## src/rtl/mem_access_stage.sv

```systemverilog
// mem_access_stage: pipeline MEM stage with data-memory handshake, store lane steering and load extension.
// Optional build macro MEM_TIMEOUT_EN aborts an access after TIMEOUT_CYCLES cycles without dmem_ack.
module mem_access_stage #(
    parameter int TIMEOUT_CYCLES = 255
) (
    input  logic        clk,
    input  logic        reset,
    input  logic        ex_valid,
    input  logic [4:0]  ex_rd,
    input  logic [2:0]  ex_funct3,
    input  logic        ex_mem_read,
    input  logic        ex_mem_write,
    input  logic        ex_reg_write,
    input  logic        ex_mem_to_reg,
    input  logic [31:0] ex_alu_data,
    input  logic [31:0] ex_store_data,
    output logic        stall_out,
    output logic        dmem_req,
    output logic        dmem_we,
    output logic [31:0] dmem_addr,
    output logic [31:0] dmem_wdata,
    output logic [3:0]  dmem_be,
    input  logic        dmem_ack,
    input  logic [31:0] dmem_rdata,
    output logic        wb_valid,
    output logic [4:0]  wb_rd,
    output logic        wb_reg_write,
    output logic        wb_mem_to_reg,
    output logic [31:0] wb_alu_data,
    output logic [31:0] wb_mem_data,
    output logic        mem_err,
    output logic        o_dbg_state
);

    typedef enum logic {S_IDLE = 1'b0, S_ACCESS = 1'b1} state_t;

    state_t      r_state;
    logic [29:0] r_addr;
    logic [1:0]  r_off;
    logic [3:0]  r_be;
    logic [31:0] r_wdata;
    logic        r_we;
    logic [4:0]  r_rd;
    logic [2:0]  r_funct3;
    logic        r_reg_write;
    logic        r_mem_to_reg;
    logic [31:0] r_alu;

    logic        w_is_mem;
    logic        w_f3_ok;
    logic        w_misaligned;
    logic        w_illegal;
    logic        w_accept;
    logic        w_in_access;
    logic        w_timeout;
    logic [3:0]  w_be;
    logic [31:0] w_wdata;
    logic [7:0]  w_byte;
    logic [15:0] w_half;
    logic [31:0] w_load_data;

`ifdef MEM_TIMEOUT_EN
    localparam int CLOG = $clog2(TIMEOUT_CYCLES + 1);
    localparam int CW   = (CLOG > 8) ? CLOG : 8;
    logic [CW-1:0] r_cnt;
    // Fires on the TIMEOUT_CYCLES-th ACCESS cycle; an ack in that cycle still wins in the FSM.
    assign w_timeout = w_in_access && (r_cnt == CW'(TIMEOUT_CYCLES - 1));
`else
    localparam int unused_timeout = TIMEOUT_CYCLES;
    assign w_timeout = 1'b0;
`endif

    always_comb begin
        w_is_mem = ex_mem_read | ex_mem_write;
        if (ex_mem_write) begin
            w_f3_ok = ex_funct3 inside {3'b000, 3'b001, 3'b010};
        end else begin
            w_f3_ok = ex_funct3 inside {3'b000, 3'b001, 3'b010, 3'b100, 3'b101};
        end
        w_misaligned = ((ex_funct3[1:0] == 2'b01) && ex_alu_data[0]) ||
                       ((ex_funct3[1:0] == 2'b10) && (ex_alu_data[1:0] != 2'b00));
        w_illegal    = (ex_mem_read & ex_mem_write) | ~w_f3_ok | w_misaligned;
        w_in_access  = (r_state == S_ACCESS);
        w_accept     = (r_state == S_IDLE) && ex_valid && w_is_mem && !w_illegal;
    end

    // Handshake: stall_out is the inverse of ready. The EX/MEM entry is consumed on the first
    // cycle with ex_valid=1 and stall_out=0; while stall_out=1 upstream holds all ex_* stable.
    assign stall_out = w_accept | (w_in_access & ~dmem_ack & ~w_timeout);

    always_comb begin
        case (ex_funct3[1:0])
            2'b00: begin
                w_be    = 4'b0001 << ex_alu_data[1:0];
                w_wdata = {4{ex_store_data[7:0]}};
            end
            2'b01: begin
                w_be    = ex_alu_data[1] ? 4'b1100 : 4'b0011;
                w_wdata = {2{ex_store_data[15:0]}};
            end
            default: begin
                w_be    = 4'b1111;
                w_wdata = ex_store_data;
            end
        endcase
    end

    always_comb begin
        case (r_off)
            2'd0:    w_byte = dmem_rdata[7:0];
            2'd1:    w_byte = dmem_rdata[15:8];
            2'd2:    w_byte = dmem_rdata[23:16];
            default: w_byte = dmem_rdata[31:24];
        endcase
        w_half = r_off[1] ? dmem_rdata[31:16] : dmem_rdata[15:0];
        case (r_funct3)
            3'b000:  w_load_data = {{24{w_byte[7]}}, w_byte};
            3'b001:  w_load_data = {{16{w_half[15]}}, w_half};
            3'b100:  w_load_data = {24'h0, w_byte};
            3'b101:  w_load_data = {16'h0, w_half};
            default: w_load_data = dmem_rdata;
        endcase
    end

    always_ff @(posedge clk) begin
        if (reset) begin
            r_state       <= S_IDLE;
            r_addr        <= '0;
            r_off         <= '0;
            r_be          <= '0;
            r_wdata       <= '0;
            r_we          <= 1'b0;
            r_rd          <= '0;
            r_funct3      <= '0;
            r_reg_write   <= 1'b0;
            r_mem_to_reg  <= 1'b0;
            r_alu         <= '0;
            wb_valid      <= 1'b0;
            wb_rd         <= '0;
            wb_reg_write  <= 1'b0;
            wb_mem_to_reg <= 1'b0;
            wb_alu_data   <= '0;
            wb_mem_data   <= '0;
            mem_err       <= 1'b0;
`ifdef MEM_TIMEOUT_EN
            r_cnt         <= '0;
`endif
        end else begin
            wb_valid <= 1'b0;
            mem_err  <= 1'b0;
            case (r_state)
                S_IDLE: begin
                    if (ex_valid) begin
                        if (!w_is_mem || w_illegal) begin
                            // Pass-through, or an illegal access that is reported instead of issued.
                            wb_valid      <= 1'b1;
                            wb_rd         <= ex_rd;
                            wb_reg_write  <= ex_reg_write & ~w_is_mem;
                            wb_mem_to_reg <= ex_mem_to_reg;
                            wb_alu_data   <= ex_alu_data;
                            wb_mem_data   <= '0;
                            mem_err       <= w_is_mem;
                        end else begin
                            r_state      <= S_ACCESS;
                            r_addr       <= ex_alu_data[31:2];
                            r_off        <= ex_alu_data[1:0];
                            r_be         <= w_be;
                            r_wdata      <= w_wdata;
                            r_we         <= ex_mem_write;
                            r_rd         <= ex_rd;
                            r_funct3     <= ex_funct3;
                            r_reg_write  <= ex_reg_write;
                            r_mem_to_reg <= ex_mem_to_reg;
                            r_alu        <= ex_alu_data;
`ifdef MEM_TIMEOUT_EN
                            r_cnt        <= '0;
`endif
                        end
                    end
                end
                S_ACCESS: begin
                    if (dmem_ack) begin
                        r_state       <= S_IDLE;
                        wb_valid      <= 1'b1;
                        wb_rd         <= r_rd;
                        wb_reg_write  <= r_reg_write & ~r_we;
                        wb_mem_to_reg <= r_mem_to_reg;
                        wb_alu_data   <= r_alu;
                        wb_mem_data   <= r_we ? 32'h0 : w_load_data;
                    end else if (w_timeout) begin
                        r_state       <= S_IDLE;
                        wb_valid      <= 1'b1;
                        wb_rd         <= r_rd;
                        wb_reg_write  <= 1'b0;
                        wb_mem_to_reg <= r_mem_to_reg;
                        wb_alu_data   <= r_alu;
                        wb_mem_data   <= '0;
                        mem_err       <= 1'b1;
                    end
`ifdef MEM_TIMEOUT_EN
                    else begin
                        r_cnt <= r_cnt + 1'b1;
                    end
`endif
                end
            endcase
        end
    end

    assign dmem_req    = w_in_access;
    assign dmem_we     = r_we;
    assign dmem_addr   = {r_addr, 2'b00};
    assign dmem_wdata  = r_wdata;
    assign dmem_be     = r_be;
    assign o_dbg_state = r_state;

endmodule
```

## config.mk

```make
export PLATFORM = sky130hd
export DESIGN_NAME = mem_access_stage
export DESIGN_NICKNAME = d
export VERILOG_FILES = /design/src/rtl/mem_access_stage.sv
export SDC_FILE = /design/constraint.sdc
export NUM_CORES = 1
export LEC_CHECK = 0
export BUFFER_PORTS_ARGS = -buffer_cell sky130_fd_sc_hd__clkbuf_2
export CAP_MARGIN = 20
export CORE_MARGIN = 4
export CORE_UTILIZATION = 54
export CTS_CLUSTER_DIAMETER = 40
export DETAILED_ROUTE_END_ITERATION = 12
export PLACE_DENSITY = 0.92
export SETUP_SLACK_MARGIN = 0.15
export SYNTH_ARGS = -nofsm -noshare
export SYNTH_HDL_FRONTEND = slang
export SYNTH_SLANG_ARGS = --single-unit
```

## constraint.sdc

```tcl
create_clock -name clk -period 3.65 [get_ports clk]
set_clock_uncertainty 0.15 [all_clocks]
set_input_delay 0.73 -clock clk [delete_from_list [all_inputs] [get_ports clk]]
set_output_delay 0.73 -clock clk [all_outputs]
set_load 0.005 [all_outputs]
```

==> flow_summary.toml, run 1 <==
[clock_tree]
ctsHoldBuffers = 0
clk_latency_ps = 420
ctsResizeCount = 0
root_buffer = "clkbuf_16"
htreeDepth = 4
clockBufferDepth = 2
clkTransAtPathRegs_ps = 60
cts_sinks = 153
cts_tree = "yes"
cts_buffers = 17
post-cts-setup-buffer-count = 0

[die]
fp.dieH_um = 121.9
dieArea_um2 = 14850
rows = 41
initial_utilization_pct = 55.24
coreArea_um2 = 12670
die_w_um = 121.9
io_pins = 257

[global_routing]
grt.total_usage_pct = 27.34
grt_pass1_vias = 6448
grt_max_degree = 118
antenna_found_initial = 0
grt-ovfl-total = 0
grt_pass1_wl_um = 32600

[timing]
rsz0062_at_grt = "no"
setup_tns_ps = 0
fin_crit_ps = 2823
fin_crit_sh_pct = 77.33
final_max_slew_viol_count = 0
fmax_mhz = 354.3
setup_violations = 0
hold_viol = 0
worst_slack_ps = 827.3
max-slew-margin-rel_pct = 27.30
worst_pin_slew_ps = 1091

[yosys]
syn-instance-count = 773
yosysUniqueCellTypes = 47
ys_warn_count = 0
ys_ff_latch = 153
ys_seq_area_share_pct = 43.76
syn_area_per_cell_um2 = 9.055
syn-cell-area_um2 = 6999

[critical_path]
critPathBufInv = 2
critPathRequiredTime_ps = 2770
crit_path_top_delay_cell = "o21ai_1"
cp-start-kind = "input port"
critical_path.startpoint = "ex_funct3[2]"
r2r_cells = 5
reg2reg_setup_slack_ps = 1040
reg2reg_to = "wb_alu_data[24]"
crit_end = "stall_out"
cp_cell_sequence = "clkbuf_2, o21ai_1, o2111a_2, nand2_1, nand2_1, clkbuf_2"
r2r-start = "dmem_req"
cp-end-kind = "primary output"
critPathTopFamily = "compound AO/OA/AOI/OAI gates"
cp.arrival_ps = 1940
setup.worst_path.class = "in -> out"
max_stage_delay_ps = 460
path_depth = 6
worstPathMaxFanout = 4

[outcome]
status = "completed"

[finish]
insertedDiodeCount = 0
final_common_cell = "clkbuf_2"
drive_above_1_share_pct = 32.61
final_cell_mix = "clkbuf_2 (253), dfxtp_1 (152), a21oi_1 (96)"
areaGrowthSynthToFinish_pct = 22.72
fillers = 1017
nNetsFinal = 1063

[drt]
wl_per_cell_um = 18.67
vias_per_cell = 6.048
drt-pass1-iter-count = 5
drt-initial-drc-count = 705
postRouteAntennaNets = 0
drc = 0
routed_wl_um = 21190
vias = 6864

[min_path]
min_path_type = "reg -> reg"

[pwr]
total_power_mw = 3.937
p_leak_nw = 3.493
peakVddDrop_v = 0.0002617
powerDensity_nw_per_um2 = 458.4

[job]
drv_cap = 0

[placed_design]
place.gp.congestion = 0.9249
pre_cts_ws_ps = 716.2
dp_hpwl_um = 14470
portBuffers = 254
[cells in the mapped netlist, drive strengths merged]
cell type  count  area, um^2
dfxtp        153        3063
a21oi         96       480.5
mux2i         72       720.7
o21ai         71       359.1
buf           64       422.9
nand3         51       255.2
clkbuf        46       173.9
o22ai         45       281.5
nand2b        44       275.3
nand2         20       75.07
a211oi        17       127.6
a221o         16       160.2
nor2b          9       56.30
o2111ai        9       85.08
a22o           8       70.07
nor2           8       35.03
o2bb2ai        7       61.31
or3            7       43.79
inv            6       22.52
a311oi         3       26.28
a31oi          2       12.51
mux2           2       22.52
a21boi         1       11.26
a2bb2oi        1       8.760
a32o           1       10.01
a41oi          1       16.27
and2           1       6.260
and3           1       6.260
and3b          1       8.760
clkinv         1       3.750
conb           1       3.750
nor3           1       5.000
nor4           1       6.260
nor4b          1       23.77
o2111a         1       11.26
o21ba          1       10.01
o21bai         1       7.510
o22a           1       8.760
o31ai          1       21.27
[cell families after synthesis]
| family | count (synthesis) | synth area share (%) |
|---|---|---|
| other | 1 | 0.05358 |
| AND/OR/NAND/NOR | 145 | 11.39 |
| AO/OA/AOI/OAI | 283 | 25.28 |
| multiplexers | 74 | 10.62 |
| buffers and inverters | 117 | 8.902 |
| flip-flops | 153 | 43.76 |
[layout make-up]
class / instances / area [um^2] / share of cell area [%]
clock inverter: 12 / 101.3 / 1.180
sequential: 153 / 3064 / 35.67
tap: 172 / 215.2 / 2.505
clock buffer: 19 / 452.9 / 5.273
multi-input combinational: 504 / 3351 / 39.01
timing repair buffer: 268 / 1379 / 16.05
inverter: 7 / 26.28 / 0.3059
[metal layers]
layer  global-route usage, %  wire length, um  up-vias
met5                       0                0        -
met4                   11.69              760        0
met3                   7.521             1896       71
met2                   46.31            10490      387
met1                   32.58             8043     3241
li1                        -                -     3165
[worst min path at each step]
stage                   startpoint             end  slack [ps]  depth (start not counted)
floorplan              r_reg_write     r_reg_write         300                          2
global placement    wb_mem_data[1]  wb_mem_data[1]         300                          1
detailed placement  wb_mem_data[0]  wb_mem_data[0]         300                          1
CTS                 wb_mem_data[5]  wb_mem_data[5]         320                          1
global route        wb_mem_data[6]  wb_mem_data[6]         330                          1
finish              wb_mem_data[2]  wb_mem_data[2]         320                          1
[power breakdown]
group	switching [mW]	leakage [nW]	internal (mW)	total, mW
Combinational	0.292	1.97	0.200	0.491
Clock	0.694	0.275	0.966	1.66
Sequential	0.0470	1.24	1.74	1.79
Total	1.03	3.49	2.90	3.94
[per-stage QoR]
stage,hold WS (ps),cells,instance area (um^2),util (%)
floorplan,299.2,774,7003,-
global placement,297.1,1104,8035,63.41
detailed placement,304.0,1104,8035,63.41
CTS,320.8,1135,8589,67.79
global route,331.8,1135,8589,67.79
finish,319.5,1135,8589,67.79
Power figures use the tool's default switching activity.
==> run 2: changes to the inputs <==
--- a/config.mk
+++ b/config.mk
@@ -8,10 +8,10 @@
 export BUFFER_PORTS_ARGS = -buffer_cell sky130_fd_sc_hd__clkbuf_2
 export CAP_MARGIN = 20
 export CORE_MARGIN = 4
-export CORE_UTILIZATION = 54
+export CORE_UTILIZATION = 50
 export CTS_CLUSTER_DIAMETER = 40
 export DETAILED_ROUTE_END_ITERATION = 12
-export PLACE_DENSITY = 0.92
+export PLACE_DENSITY = 0.87
 export SETUP_SLACK_MARGIN = 0.15
 export SYNTH_ARGS = -nofsm -noshare
 export SYNTH_HDL_FRONTEND = slang
==> constraint.sdc (replaced) <==
create_clock -name clk -period 2.7 [get_ports clk]
set_clock_uncertainty 0.15 [all_clocks]
set_input_delay 0.54 -clock clk [delete_from_list [all_inputs] [get_ports clk]]
set_output_delay 0.54 -clock clk [all_outputs]
set_load 0.005 [all_outputs]
==> run 2 against run 1 <==
Effect of this change: cell count up 0.88%; die area rose by 7.5%; sequential power is 35% higher; critical path depth is the same; wire length is 0.43% higher; global-route usage shrank 1.4 points; flip-flop and latch count stayed put; critical endpoint unchanged; largest cell class unchanged; largest power group is now the clock network.
==> flow_summary.toml, run 2 (synthesized netlist as in run 1, its figures left out) <==
[critical_path]
r2r-start = "dmem_req"
r2r_cells = 5
setup.worst_path.class = "in -> out"
cp-end-kind = "primary output"
critical_path.startpoint = "ex_mem_read"
reg2reg_to = "wb_mem_data[29]"
cp-start-kind = "input port"
critPathRequiredTime_ps = 2010
cp.arrival_ps = 1670
reg2reg_setup_slack_ps = 460
worstPathMaxFanout = 5
crit_end = "stall_out"

[timing]
setup_violations = 0
setup_tns_ps = 0
max-slew-margin-rel_pct = 41.16
fmax_mhz = 424.4
fin_crit_ps = 2356
final_max_slew_viol_count = 0
timing.hold.ws_ps = 219.7
fin_crit_sh_pct = 87.27
worst_pin_slew_ps = 878.8
rsz0062_at_grt = "no"
hold_viol = 0

[clock_tree]
cts_buffers = 17
post-cts-setup-buffer-count = 0
clockBufferDepth = 2
clkTransAtPathRegs_ps = 60
htreeDepth = 4
cts_tree = "yes"
clk_latency_ps = 420
cts_sinks = 153
root_buffer = "clkbuf_16"

[die]
die_w_um = 126.3
dieArea_um2 = 15960
initial_utilization_pct = 52.03
coreArea_um2 = 13450
fp.dieH_um = 126.3
io_pins = 257
rows = 42

[placed_design]
dp_hpwl_um = 14840
portBuffers = 254
place.gp.congestion = 0.9031
dp.cells = 1114

[finish]
insertedDiodeCount = 0
final_common_cell = "clkbuf_2"
areaGrowthSynthToFinish_pct = 25.65
nNetsFinal = 1069
drive_above_1_share_pct = 32.71
final_cell_count_no_fill = 1145
final_cell_mix = "clkbuf_2 (253), dfxtp_1 (152), a21oi_1 (96)"

[pwr]
peakVddDrop_v = 0.0005218
powerDensity_nw_per_um2 = 658.6
total_power_mw = 5.793
p_leak_nw = 3.591

[global_routing]
grt-ovfl-total = 0
antenna_found_initial = 0
grt_pass1_vias = 6516
grt.total_usage_pct = 25.93
grt_max_degree = 83
grt_pass1_wl_um = 33730

[drt]
drt-initial-drc-count = 644
vias_per_cell = 5.940
drt-pass1-iter-count = 6
vias = 6801
drc = 0
postRouteAntennaNets = 0
wl_per_cell_um = 18.59
routed_wl_um = 21290

[min_path]
min_path_type = "in -> reg"

[job]
drv_cap = 0

[outcome]
status = "completed"
## run 2: worst min-delay path by stage
stage	depth (start not counted)	endpoint	start	slack, ps
after floorplan	2	r_reg_write	r_reg_write	300
after global placement	1	wb_mem_data[0]	wb_mem_data[0]	300
after detailed placement	1	wb_mem_data[5]	wb_mem_data[5]	300
after CTS	2	wb_mem_data[20]	dmem_rdata[20]	200
after global routing	2	wb_mem_data[21]	dmem_rdata[21]	220
final	3	r_addr[15]	ex_alu_data[17]	220
## run 2: area by class of cell
class	instances	area, um^2
Inverter	7	26.28
Fill cell	1146	4658
Sequential cell	153	3064
Tap cell	176	220.2
Clock inverter	8	190.2
Clock buffer	23	478.0
Multi-Input combinational cell	504	3351
Timing Repair Buffer	274	1465
## run 2: worst max-delay path, cell delays in order
cell and delay (ps):
clkbuf_2 130, o21ai_1 400, o2111a_2 320, nand2_1 80
nand2_1 80, clkbuf_2 120
## run 2: power breakdown
group / internal (mW) / switching [mW] / total, mW / leakage [nW]
sequential: 2.35 / 0.0638 / 2.42 / 1.24
clock: 1.80 / 0.893 / 2.69 / 0.327
combinational: 0.283 / 0.399 / 0.683 / 2.02
total: 4.44 / 1.36 / 5.79 / 3.59
## run 2: what timing repair did
item | 4_1_cts | 5_1_grt
hold buffers | 0 | 0
setup endpoints to repair | 0 | 2
gates resized for setup | 0 | 1
## run 2: routing by layer
| metal | GRT usage (%) | part of all wire [%] | up-vias |
|---|---|---|---|
| li1 | - | - | 3176 |
| met1 | 31.23 | 39 | 3214 |
| met2 | 44.01 | 50 | 349 |
| met3 | 6.768 | 8.6 | 62 |
| met4 | 10.85 | 3.2 | 0 |
| met5 | 0 | 0 | - |
## run 2: metrics by stage
| step | instance area (um^2) | utilization [%] | setup slack, ps |
|---|---|---|---|
| after floorplan | 7003 | - | 370.2 |
| after global placement | 8123 | 60.38 | 352.2 |
| after detailed placement | 8123 | 60.38 | 326.7 |
| after CTS | 8791 | 65.35 | 198.6 |
| after global routing | 8795 | 65.37 | 263.0 |
| final | 8795 | 65.37 | 343.8 |
